===== src/rtl/i2s_rx_pkg.sv =====
// Shared types for the I2S receiver.
//   i2s_rx_state_t : receiver framing state (HUNT / LEFT / RIGHT)
//   SAMPLE_W       : output sample width
//   sample_t       : signed output sample
//   sample_mag()   : |sample| as 15 bits, -32768 saturating to 32767
package i2s_pkg;

  typedef enum logic [1:0] {HUNT, LEFT, RIGHT} i2s_rx_state_t;

  localparam int SAMPLE_W = 16;

  typedef logic signed [SAMPLE_W-1:0] sample_t;

  function automatic logic [SAMPLE_W-2:0] sample_mag(input sample_t s);
    logic [SAMPLE_W-1:0] m;
    m = s[SAMPLE_W-1] ? SAMPLE_W'(~s + 16'sd1) : SAMPLE_W'(s);
    // Only the most negative value still has the top bit set after negation.
    if (m[SAMPLE_W-1]) return '1;
    return m[SAMPLE_W-2:0];
  endfunction

endpackage


===== src/rtl/i2s_rx_sync.sv =====
// Synchroniser for the three asynchronous I2S lines plus BCK rise detection.
// Ports:
//   clk_sys, reset          : system clock, synchronous active-high reset
//   bck, lrck, data         : raw codec lines
//   lrck_sync, data_sync    : synchronised LRCK / DATA, aligned with bck_rise
//   bck_rise                : one-cycle pulse on synchronised BCK 0->1
// SYNC_STAGES must be at least 2.
module i2s_rx_sync #(
  parameter int SYNC_STAGES = 2
) (
  input  logic clk_sys,
  input  logic reset,
  input  logic bck,
  input  logic lrck,
  input  logic data,
  output logic lrck_sync,
  output logic data_sync,
  output logic bck_rise
);

  // All three lines travel through the same depth so LRCK/DATA line up with BCK.
  logic [SYNC_STAGES-1:0][2:0] pipe;
  logic                        bck_prev;

  always_ff @(posedge clk_sys) begin
    if (reset) begin
      pipe     <= '0;
      bck_prev <= 1'b0;
    end else begin
      pipe     <= {pipe[SYNC_STAGES-2:0], {data, lrck, bck}};
      bck_prev <= pipe[SYNC_STAGES-1][0];
    end
  end

  assign lrck_sync = pipe[SYNC_STAGES-1][1];
  assign data_sync = pipe[SYNC_STAGES-1][2];
  assign bck_rise  = pipe[SYNC_STAGES-1][0] & ~bck_prev;

endmodule


===== src/rtl/i2s_rx.sv =====
// Slave-mode I2S receiver: deserialises codec BCK/LRCK/DATA into 16-bit signed
// left/right sample pairs in the clk_sys domain. The core never drives BCK/LRCK.
// Ports:
//   clk_sys, reset              : system clock, synchronous active-high reset
//   i2s_bck, i2s_lrck, i2s_data : async codec lines (LRCK 0=left, 1=right)
//   left_chan, right_chan       : last complete sample pair
//   sample_valid                : 1-cycle strobe when the pair updates
//   short_err                   : sticky, some slot had fewer than 16 bits
//   err_clr                     : clears short_err (and peaks)
//   peak_l, peak_r              : max |sample| since reset/err_clr
//                                 (only when I2S_RX_PEAK_EN is defined)
// Optional feature macro: I2S_RX_PEAK_EN.
module i2s_rx
  import i2s_pkg::*;
#(
  parameter int SYNC_STAGES = 2,
  parameter int MAX_SLOT    = 32
) (
  input  logic    clk_sys,
  input  logic    reset,
  input  logic    i2s_bck,
  input  logic    i2s_lrck,
  input  logic    i2s_data,
  input  logic    err_clr,
  output sample_t left_chan,
  output sample_t right_chan,
  output logic    sample_valid,
  output logic    short_err
`ifdef I2S_RX_PEAK_EN
  ,
  output logic [SAMPLE_W-2:0] peak_l,
  output logic [SAMPLE_W-2:0] peak_r
`endif
);

  localparam int CNT_W = $clog2(MAX_SLOT);

  logic lrck_s, data_s, bck_rise;

  i2s_rx_sync #(.SYNC_STAGES(SYNC_STAGES)) u_sync (
    .clk_sys   (clk_sys),
    .reset     (reset),
    .bck       (i2s_bck),
    .lrck      (i2s_lrck),
    .data      (i2s_data),
    .lrck_sync (lrck_s),
    .data_sync (data_s),
    .bck_rise  (bck_rise)
  );

  i2s_rx_state_t    state;
  logic [CNT_W-1:0] bitcnt;
  sample_t          word;
  sample_t          hold;
  logic             lr_prev;

  logic             slot_end;
  logic             store_bit;
  logic             slot_short;
  logic [3:0]       bit_pos;
  sample_t          word_fin;

  // An LRCK change seen on a BCK rise means this bit is the last of the old slot.
  assign slot_end   = (lrck_s != lr_prev);
  assign store_bit  = int'(bitcnt) < SAMPLE_W;
  // bitcnt counts bits already taken, so the finished slot holds bitcnt+1 bits.
  assign slot_short = int'(bitcnt) < SAMPLE_W - 1;
  assign bit_pos    = 4'(SAMPLE_W - 1) - bitcnt[3:0];

  // Current word with the present bit merged in; bits beyond 16 are dropped.
  always_comb begin
    word_fin = word;
    if (store_bit) word_fin[bit_pos] = data_s;
  end

  always_ff @(posedge clk_sys) begin
    if (reset) begin
      state        <= HUNT;
      bitcnt       <= '0;
      word         <= '0;
      hold         <= '0;
      lr_prev      <= 1'b0;
      left_chan    <= '0;
      right_chan   <= '0;
      sample_valid <= 1'b0;
      short_err    <= 1'b0;
    end else begin
      sample_valid <= 1'b0;
      if (err_clr) short_err <= 1'b0;
      if (bck_rise) begin
        if (slot_end) begin
          word    <= '0;
          bitcnt  <= '0;
          lr_prev <= lrck_s;
          case (state)
            HUNT: begin
              // Only a left-slot start guarantees a whole L+R pair follows.
              if (!lrck_s) state <= LEFT;
            end
            LEFT: begin
              hold  <= word_fin;
              state <= RIGHT;
              if (slot_short) short_err <= 1'b1;
            end
            RIGHT: begin
              left_chan    <= hold;
              right_chan   <= word_fin;
              sample_valid <= 1'b1;
              state        <= LEFT;
              if (slot_short) short_err <= 1'b1;
            end
            default: state <= HUNT;
          endcase
        end else begin
          word <= word_fin;
          if (int'(bitcnt) < MAX_SLOT - 1) bitcnt <= bitcnt + 1'b1;
        end
      end
    end
  end

`ifdef I2S_RX_PEAK_EN
  logic [SAMPLE_W-2:0] mag_l, mag_r;

  assign mag_l = sample_mag(left_chan);
  assign mag_r = sample_mag(right_chan);

  always_ff @(posedge clk_sys) begin
    if (reset || err_clr) begin
      peak_l <= '0;
      peak_r <= '0;
    end else if (sample_valid) begin
      if (mag_l > peak_l) peak_l <= mag_l;
      if (mag_r > peak_r) peak_r <= mag_r;
    end
  end
`endif

endmodule


===== config.mk =====
export PLATFORM = sky130hd
export DESIGN_NAME = i2s_rx
export DESIGN_NICKNAME = d
export VERILOG_FILES = /design/src/rtl/i2s_rx_pkg.sv /design/src/rtl/i2s_rx_sync.sv /design/src/rtl/i2s_rx.sv
export SDC_FILE = /design/constraint.sdc
export NUM_CORES = 1
export LEC_CHECK = 0
export CELL_PAD_IN_SITES_DETAIL_PLACEMENT = 1
export CELL_PAD_IN_SITES_GLOBAL_PLACEMENT = 2
export CORE_ASPECT_RATIO = 1.25
export CORE_UTILIZATION = 35
export DETAILED_ROUTE_END_ITERATION = 7
export GPL_TIMING_DRIVEN = 0
export PLACE_DENSITY = 0.82
export SYNTH_ARGS = -nofsm -noshare
export SYNTH_HDL_FRONTEND = slang
export SYNTH_SLANG_ARGS = --single-unit

===== constraint.sdc =====
create_clock -name clk_sys -period 2.4 [get_ports clk_sys]
set_input_delay 0.6 -clock clk_sys [delete_from_list [all_inputs] [get_ports clk_sys]]
set_output_delay 0.6 -clock clk_sys [all_outputs]
set_load 0.02 [all_outputs]

# After elaboration in Yosys (flattened, before gate mapping)
# Index checks and enable logic that the tools add are counted.
[totals]
wordCells = 52
register_bits = 81
[classes]
muxes = 15
addsub = 2
order_cmp = 5
bitwise = 4
eq_ne = 4
n_reduce_logical = 10
[op_table]
columns = ["operator", "count"]
rows = [
  ["two-way mux 16 bit", 2],
  ["bitwise mux 16 bit", 1],
  ["less-than comparator 5 bit, second input constant", 2],
  ["two-way mux 5 bit", 2],
  ["AND reduction 3 bit", 3],
  ["two-way mux 1 bit", 7],
  ["case mux 2 bit (3 select lines)", 1],
  ["adder 5 x 1 -> 5 bit, second input constant", 1],
  ["less-than comparator 4 x 5 -> 1 bit, second input constant", 1],
  ["less-than comparator 5 x 4 -> 1 bit, second input constant", 1],
  ["demux 1 bit (select 4 bit)", 1],
  [">= comparator 4 x 1 -> 1 bit, second input constant", 1],
  ["AND reduction 2 bit", 2],
  ["subtractor 4 bit, first input constant", 1],
  ["NOT 1 bit", 3],
  ["OR reduction 3 bit", 1],
  ["equality test 2 x 1 -> 1 bit, second input constant", 1],
  ["equality test 2 bit, second input constant", 1],
  ["logical NOT 2 bit", 1],
  ["two-way mux 2 bit", 1],
  ["!= test 2 bit, second input constant", 1],
  ["nonzero test 2 bit", 1],
  ["OR reduction 2 bit", 1],
  ["bitwise AND 1 bit", 1],
  ["other kinds (2)", 2],
]

# Longest topological paths before layout
# Gate-level depths: netlist of run 1.
[depth]
word_depth = 8
mapped_depth = 7
ltp_nobuf = 5

# Modules after synthesis
# Synthesis of run 1 repeated with hierarchy kept, for this count alone.
[hier_totals]
cells_unflattened = 359
area_unflattened_um2 = 3543.4
[modules_own_cells]
columns = ["mod", "cells_per_inst", "n_inst", "area_per_inst_um2", "seq_area_each_um2"]
rows = [
  ["i2s_rx", 344, 1, 3353.2, 1481.4],
  ["i2s_rx_sync", 15, 1, 190.2, 140.1],
]

# Least setup slack after synthesis of run 1
# OpenSTA, ideal clock, no wires.
[synth_path]
kind = "register to register"
from = "reg state[0]"
to = "reg state[0]"
setup_time_ns = 0.121
period_less_slack_ns = 1.743
slack_ns = 0.657
t_required_ns = 2.279
n_path_buf = 0
arrival_ns = 1.622
path_stages_with_launch = 6
path_cell_list = "dfxtp_1 inv_1 ha_1 or3b_2 a21oi_1 mux2_2"
[synth_via]
elab_chain_len = 3
word_cells_on_any_way = 6
[synth_lines]
columns = ["element", "line", "rtl"]
rows = [
  ["start, declared", "i2s_rx.sv:51", "i2s_rx_state_t state;"],
  ["start signal, assigned", "i2s_rx.sv:78", "state <= HUNT;"],
  ["start signal, assigned", "i2s_rx.sv:98", "if (!lrck_s) state <= LEFT;"],
  ["start signal, assigned", "i2s_rx.sv:102", "state <= RIGHT;"],
  ["logical NOT 2 bit", "i2s_rx.sv:95", "case (state)"],
  ["!= test 2 bit (no line)", "-", ""],
  ["AND reduction 3 bit (no line)", "-", ""],
]
# Parallel ways exist; a longest one is shown, timed or not.
# A chain may end at the register's enable or synchronous reset.

# Worst setup path after layout of run 1
[layout_path]
from = "reg state[0]"
to = "reg right_chan[13]"
[layout_via]
elab_chain_len = 2
[layout_lines]
columns = ["element", "line", "rtl"]
rows = [
  ["equality test 2 bit", "i2s_rx.sv:95", ""],
  ["AND reduction 3 bit (no line)", "-", ""],
  ["end signal, assigned", "i2s_rx.sv:107", "right_chan <= word_fin;"],
  ["end, declared", "i2s_rx.sv:26", "output sample_t right_chan,"],
]
# No other way between the ends.

==> metrics.md, run 1 <==
| Metric | Value |
|---|---|
| CORE AREA | `approximately 9000 um^2` |
| Worst rel slew slack | `54.01%` |
| Initial DRC count | `83` |
| Synth Area in Adders | `3.364%` |
| Slew Viols, Final | `0` |
| Mapped Cells | `347` |
| Cell total after placement | `509` |
| Layout area overhead | `25.68%` |
| Post_cts resized | `0` |
| Pin count of the biggest net entering global routing | `15` |
| Initial Utilization | `36.29%` |
| Worst Hold Class | `flop to flop` |
| Max stage delay on crit path | `about 0.47 ns` |
| DP Worst Slack | `0.08440 ns` |
| H-tree depth reported by CTS | `3` |
| Worst Setup Start Kind | `flop` |
| Worst-Skew Late Latency | `0.33 ns` |
| Reg clk slew, reported paths | `0.06 ns` |
| Ys flop type | `dfxtp_1` |
| Complex-gate fraction of the synthesized area | `about a quarter` |
| Synth cell count leaders | `81 x dfxtp_1, 54 x a21oi_1, 34 x a211oi_1` |
| Area share of the largest cell type after synthesis | `between 40% and 50%` |
| Cell variety after synth | `33` |
| Row Count | `39` |
| DR WL/cell | `17.06 um` |
| Power Density | `684.6 nW/um^2` |
| GP Congestion | `0.8906` |
| Least-Margin Pin Slew | `around 0.7 ns` |
| Syn Area/Cell | `9.645 um^2` |
| Largest area contributor in the netlist | `dfxtp_1` |
| Via-to-Cell Ratio | `between 5 and 6` |
| Residual DRC | `0` |
| CP cell instances | `inv_1 -> ha_1 -> nand3b_1 -> nor2_1 -> buf_2 -> a211oi_1` |
| Worst vdd ir | `0.3281 mV` |
| CTS sink count | `about 80` |
| Post-Synth XOR/XNOR Area | `0.5234%` |
| Max Root-Sink Buffers | `2` |
| Crit-path slowest cell | `nor2_1` |
| Initial antenna violation count | `0` |
| TritonCTS clock tree | `yes` |
| Worst r2r src | `state[0]` |
| Worst hold slack | `0.4427 ns` |
| Leak | `around 1.3 nW` |
| Post-route setup slack | `approximately 0.42 ns` |
| R2R cell count | `6` |
| Hold path depth | `1` |
| Required @ worst endpoint | `2.59 ns` |
| Gr usage total | `about a fifth` |
| Endpoints failing setup | `0` |
| Setup bufs post-CTS | `0` |
| Hold Startpoint | `u_sync.pipe[0]` |
| RSZ-0062 raised after global routing | `no` |
| Clock skew | `0.005757 ns` |
| Grt total ovfl | `0` |
| Final HPWL DP | `6.762 mm` |
| Final ANT Viol Nets | `0` |
| Final Power | `2.880 mW` |
| Max FO, Critical Path | `10` |
| Die area | `approximately 10000 um^2` |
| # fillers | `1047` |
| Root buffer cell | `clkbuf_16` |
| Antenna diode count | `0` |
| Vias in the first global route | `~3k` |
| Period Utilization, post-route | `82.31%` |
| Fin crit period | `about 2 ns` |
| Post-synth EDFFs | `0` |
| Final WL | `about 9.0 mm` |
| Largest family of logic cells by synthesized area | `compound AO/OA/AOI/OAI gates` |
| Seq/Total Area, Yosys | `48.45%` |
| Die width | `89.47 um` |
| Max-Cap Viols | `0` |
| Highest clock rate | `506.2 MHz` |
| R2R setup slack | `around 0.42 ns` |
| Hold Crit Endpoint | `u_sync.pipe[3]` |
| First-pass detailed-route iteration total | `4` |
| Layout cells sized above 1 | `7.463%` |
| Dominant cells by area after synthesis | `dfxtp_1 48%, a21oi_1 8.1%, a211oi_1 7.6%` |
| Asr flop ratio synth | `0%` |
| Total CTS buffers | `9` |
| Status | `finished clean` |
| Crit Path Class | `flop to flop` |
| First-pass GRT wire length | `14.90 mm` |
| Final #Nets | `412` |
| Final Non-Filler Cells | `525` |
| I/O pin cnt | `40` |
| Syn Nets | `362` |
| RR Endpoint | `right_chan[13]` |
| Data arrival time of the worst path | `2.17 ns` |
| Synth Cell Area | `between 3000 and 4000 um^2` |
| Multiplexer share of the synthesized area | `5.421%` |
| Ys Warns | `0` |
| Most common cell in the synthesized netlist | `dfxtp_1` |
| Worst setup EP type | `flop` |
| CTS Hold Buffers Added | `0` |
| DR vias | `2803` |
| Height of the die | `around 110 um` |
| Synthesized flop and latch total | `81` |
| Synth Area in Simple Gates | `13.68%` |
| # port buffers | `39` |
| Total negative slack | `0 ns` |
| Final count of hold timing violations | `0` |
==> critical path, delay by kind of cell (launching register included) <==
kind,cells,cell delay [ns]
simple gates,2,0.72
fa+ha+maj,1,0.19
buf+inv,2,0.45
flops,1,0.35
compound gates,1,0.12
==> through the flow <==
stage	instance area [um^2]	util, %
2_1_floorplan	3347	-
3_3_place_gp	3891	42.19
3_5_place_dp	3891	42.19
4_1_cts	4207	45.61
5_1_grt	4207	45.61
6_report	4207	45.61
==> final cells by class <==
cell class / count / area, um^2 / area share (%)
plain buffers: 36 / 148.9 / 3.540
flip-flops and latches: 81 / 1622 / 38.55
inverters: 5 / 18.77 / 0.4462
repair buffers: 39 / 390.4 / 9.280
clock inverters: 5 / 62.56 / 1.487
multi-input cells: 225 / 1558 / 37.03
well taps: 123 / 153.9 / 3.659
clock buffers: 11 / 252.7 / 6.008
==> per-layer routing <==
layer | wire, um | GRT usage [%]
met1 | 4187 | 25.02
met5 | 0 | 0
met4 | 114 | 6.455
met3 | 207 | 4.003
met2 | 4448 | 32.16
==> worst max-delay path by stage <==
stage                         from             end  slack [ns]  cells after the start
final                     state[0]  right_chan[13]        0.42                      6
after global routing      state[1]        hold[14]        0.21                      7
after CTS                 state[0]  right_chan[13]        0.39                      6
after detailed placement     reset   right_chan[4]        0.08                      4
after global placement       reset  right_chan[12]        0.10                      4
after floorplan           state[0]        state[0]        0.66                      5
==> placed cells by master, fill, tap and decap left out, types with 2 or more instances in the layout <==
master            n
a211oi_1         34
a21oi_1          54
a22o_1            2
and3_1            2
and3b_1           2
buf_2            11
clkbuf_1         25
clkbuf_16         9
clkbuf_8          2
clkdlybuf4s50_1  39
clkinvlp_4        2
dfxtp_1          81
ha_1              9
inv_1             5
mux2i_1          17
nand2_1           4
nand2b_1          6
nand3_1          17
nand4b_1          4
nor2_1            6
nor2b_1           8
nor3_1            2
nor4_1            3
nor4b_1           4
nor4bb_1          8
o21ai_0          16
o2bb2ai_1        17
==> state kept, by name, indices dropped and copies added (netlist names), 2 cells and up <==
name and count:
bitcnt 5, hold 16, left_chan 16, right_chan 16, state 2, u_sync.pipe 4
word 16
==> logic make-up after synthesis <==
kind of cell,count (synthesis)
fa+ha+maj,9
buf+inv,41
mux,18
compound gates,125
simple gates,71
flops,81
xor+xnor,2
==> power by group <==
| part | internal [mW] | switching (mW) |
|---|---|---|
| combinational | 0.0308 | 0.0647 |
| sequential | 1.35 | 0.00720 |
| clock | 0.868 | 0.559 |
| total | 2.25 | 0.631 |
Power figures use the tool's default switching activity.
==> run 2, diff against run 1 <==
--- a/config.mk
+++ b/config.mk
@@ -8,10 +8,10 @@
 export CELL_PAD_IN_SITES_DETAIL_PLACEMENT = 1
 export CELL_PAD_IN_SITES_GLOBAL_PLACEMENT = 2
 export CORE_ASPECT_RATIO = 1.25
-export CORE_UTILIZATION = 35
+export CORE_UTILIZATION = 31
 export DETAILED_ROUTE_END_ITERATION = 7
 export GPL_TIMING_DRIVEN = 0
-export PLACE_DENSITY = 0.82
+export PLACE_DENSITY = 0.77
 export SYNTH_ARGS = -nofsm -noshare
 export SYNTH_HDL_FRONTEND = slang
 export SYNTH_SLANG_ARGS = --single-unit
==> constraint.sdc (replaced) <==
create_clock -name clk_sys -period 1.59 [get_ports clk_sys]
set_input_delay 0.3975 -clock clk_sys [delete_from_list [all_inputs] [get_ports clk_sys]]
set_output_delay 0.3975 -clock clk_sys [all_outputs]
set_load 0.02 [all_outputs]
==> metrics.md, run 2 (same netlist as run 1, synthesis figures left out) <==
| Metric | Value |
|---|---|
| Required @ worst endpoint | `1.80 ns` |
| Worst vdd ir | `0.5033 mV` |
| Final Power | `4.631 mW` |
| Initial Utilization | `between 30% and 40%` |
| Worst hold slack | `0.4427 ns` |
| CTS Hold Buffers Added | `0` |
| Endpoints failing setup | `0` |
| Final WL | `10.55 mm` |
| H-tree depth reported by CTS | `3` |
| Layout cells sized above 1 | `28.40%` |
| GP Congestion | `approximately 0.83` |
| Final HPWL DP | `6.839 mm` |
| R2R cell count | `4` |
| Fin crit period | `between 1.5 and 2 ns` |
| Initial DRC count | `80` |
| Final count of hold timing violations | `0` |
| Leak | `1.759 nW` |
| CTS sink count | `81` |
| # port buffers | `39` |
| CORE AREA | `10560 um^2` |
| Grt total ovfl | `0` |
| Total CTS buffers | `9` |
| Row Count | `42` |
| Final ANT Viol Nets | `0` |
| Antenna diode count | `0` |
| Period Utilization, post-route | `slightly below 100%` |
| Final Instance Area | `4830 um^2` |
| Max FO, Critical Path | `5` |
| Max-Cap Viols | `0` |
| Die area | `11220 um^2` |
| Most frequent cells in the layout | `72 x dfxtp_1, 53 x a21oi_1, 34 x dlygate4sd2_1` |
| Area post-placement | `3915 um^2` |
| First-pass GRT wire length | `approximately 17 mm` |
| Worst setup EP type | `flop` |
| I/O pin cnt | `40` |
| Total negative slack | `0 ns` |
| Hold path depth | `1` |
| Residual DRC | `0` |
| Layout area overhead | `44.30%` |
| Clock skew | `slightly below 0.008 ns` |
| Status | `finished clean` |
| First-pass detailed-route iteration total | `4` |
| Worst rel slew slack | `63.77%` |
| RSZ-0062 raised after global routing | `yes` |
| Worst Setup Start Kind | `flop` |
| Power Density | `958.9 nW/um^2` |
| Vias in the first global route | `3043` |
| Least-Margin Pin Slew | `0.5434 ns` |
| Die width | `94.94 um` |
| Worst-Skew Late Latency | `roughly 0.34 ns` |
| Gr usage total | `19.47%` |
| Highest clock rate | `634.4 MHz` |
| Reg clk slew, reported paths | `0.06 ns` |
| DR vias | `2925` |
| Initial antenna violation count | `0` |
| TritonCTS clock tree | `yes` |
| Via-to-Cell Ratio | `5.309` |
| # fillers | `about 1.2k` |
| Max Root-Sink Buffers | `2` |
| Slew Viols, Final | `0` |
| DR WL/cell | `19.15 um` |
| Commonest non-fill, non-tap cell in the layout | `dfxtp_1` |
| Data arrival time of the worst path | `1.79 ns` |
| Crit Path Class | `flop to flop` |
| Height of the die | `approximately 120 um` |
| Final #Nets | `430` |
| Cell total after placement | `518` |
| Pin count of the biggest net entering global routing | `14` |
| Worst Hold Class | `flop to flop` |
| Final Non-Filler Cells | `551` |
| Root buffer cell | `clkbuf_16` |
==> run 2: per-layer routing <==
layer / GRT usage (%) / vias to the layer above / part of all wire (%)
met4: 8.712 / 0 / 3.0
met2: 32.64 / 49 / 50
li1: - / 1425 / -
met3: 3.990 / 22 / 2.8
met1: 23.54 / 1429 / 44
met5: 0 / - / 0
==> run 2: final timing paths <==
| path | start | slack [ns] | to |
|---|---|---|---|
| setup / recovery | bitcnt[2] | 0.01 | right_chan[10] |
| hold / removal | u_sync.pipe[2] | 0.44 | u_sync.data_sync |
| setup reg to reg | bitcnt[2] | 0.01 | right_chan[10] |
| hold reg to reg | u_sync.pipe[2] | 0.44 | u_sync.data_sync |
==> run 2: area by class of cell <==
cell class | instances | area, um^2 | area share (%)
clock buffer | 10 | 239.0 | 4.948
inverter | 5 | 28.78 | 0.5959
timing repair buffer | 61 | 536.8 | 11.11
buffer | 32 | 222.7 | 4.611
clock inverter | 5 | 103.9 | 2.150
sequential | 81 | 1645 | 34.07
tap | 132 | 165.2 | 3.420
multi-input combinational | 225 | 1888 | 39.09
==> run 2: power by group <==
group	switching, mW	internal [mW]	total, mW
registers	0.0159	2.03	2.05
clock network	0.832	1.57	2.40
logic	0.112	0.0713	0.183
==> run 2: metrics by stage <==
stage                     worst slack, ns  util (%)
after floorplan                   0.04870         -
after global placement            -0.4984     37.06
after detailed placement          -0.5413     37.06
after CTS                       -0.004888     43.44
after global routing             -0.02571     45.72
final                             0.01381     45.72
==> run 2: critical path, stage by stage (launching register included) <==
cell      delay (ns)
dfxtp_1         0.42
buf_6           0.15
nor4bb_4        0.33
mux2i_2         0.40
a211oi_2        0.14
==> run 2: repair_timing <==
action,4_1_cts,5_1_grt
endpoints found under the setup margin,102,60
gates resized for setup,99,64
gates cloned,0,2
setup buffers,18,2
pin swaps,5,7
==> run 3, diff against run 2 <==
--- a/config.mk
+++ b/config.mk
@@ -10,6 +10,7 @@
 export CORE_ASPECT_RATIO = 1.25
 export CORE_UTILIZATION = 31
 export DETAILED_ROUTE_END_ITERATION = 7
+export GPL_ROUTABILITY_DRIVEN = 1
 export GPL_TIMING_DRIVEN = 0
 export PLACE_DENSITY = 0.77
 export SYNTH_ARGS = -nofsm -noshare
==> results of run 3 <==
Final layout, timing and power as in run 2 (identical DEF).
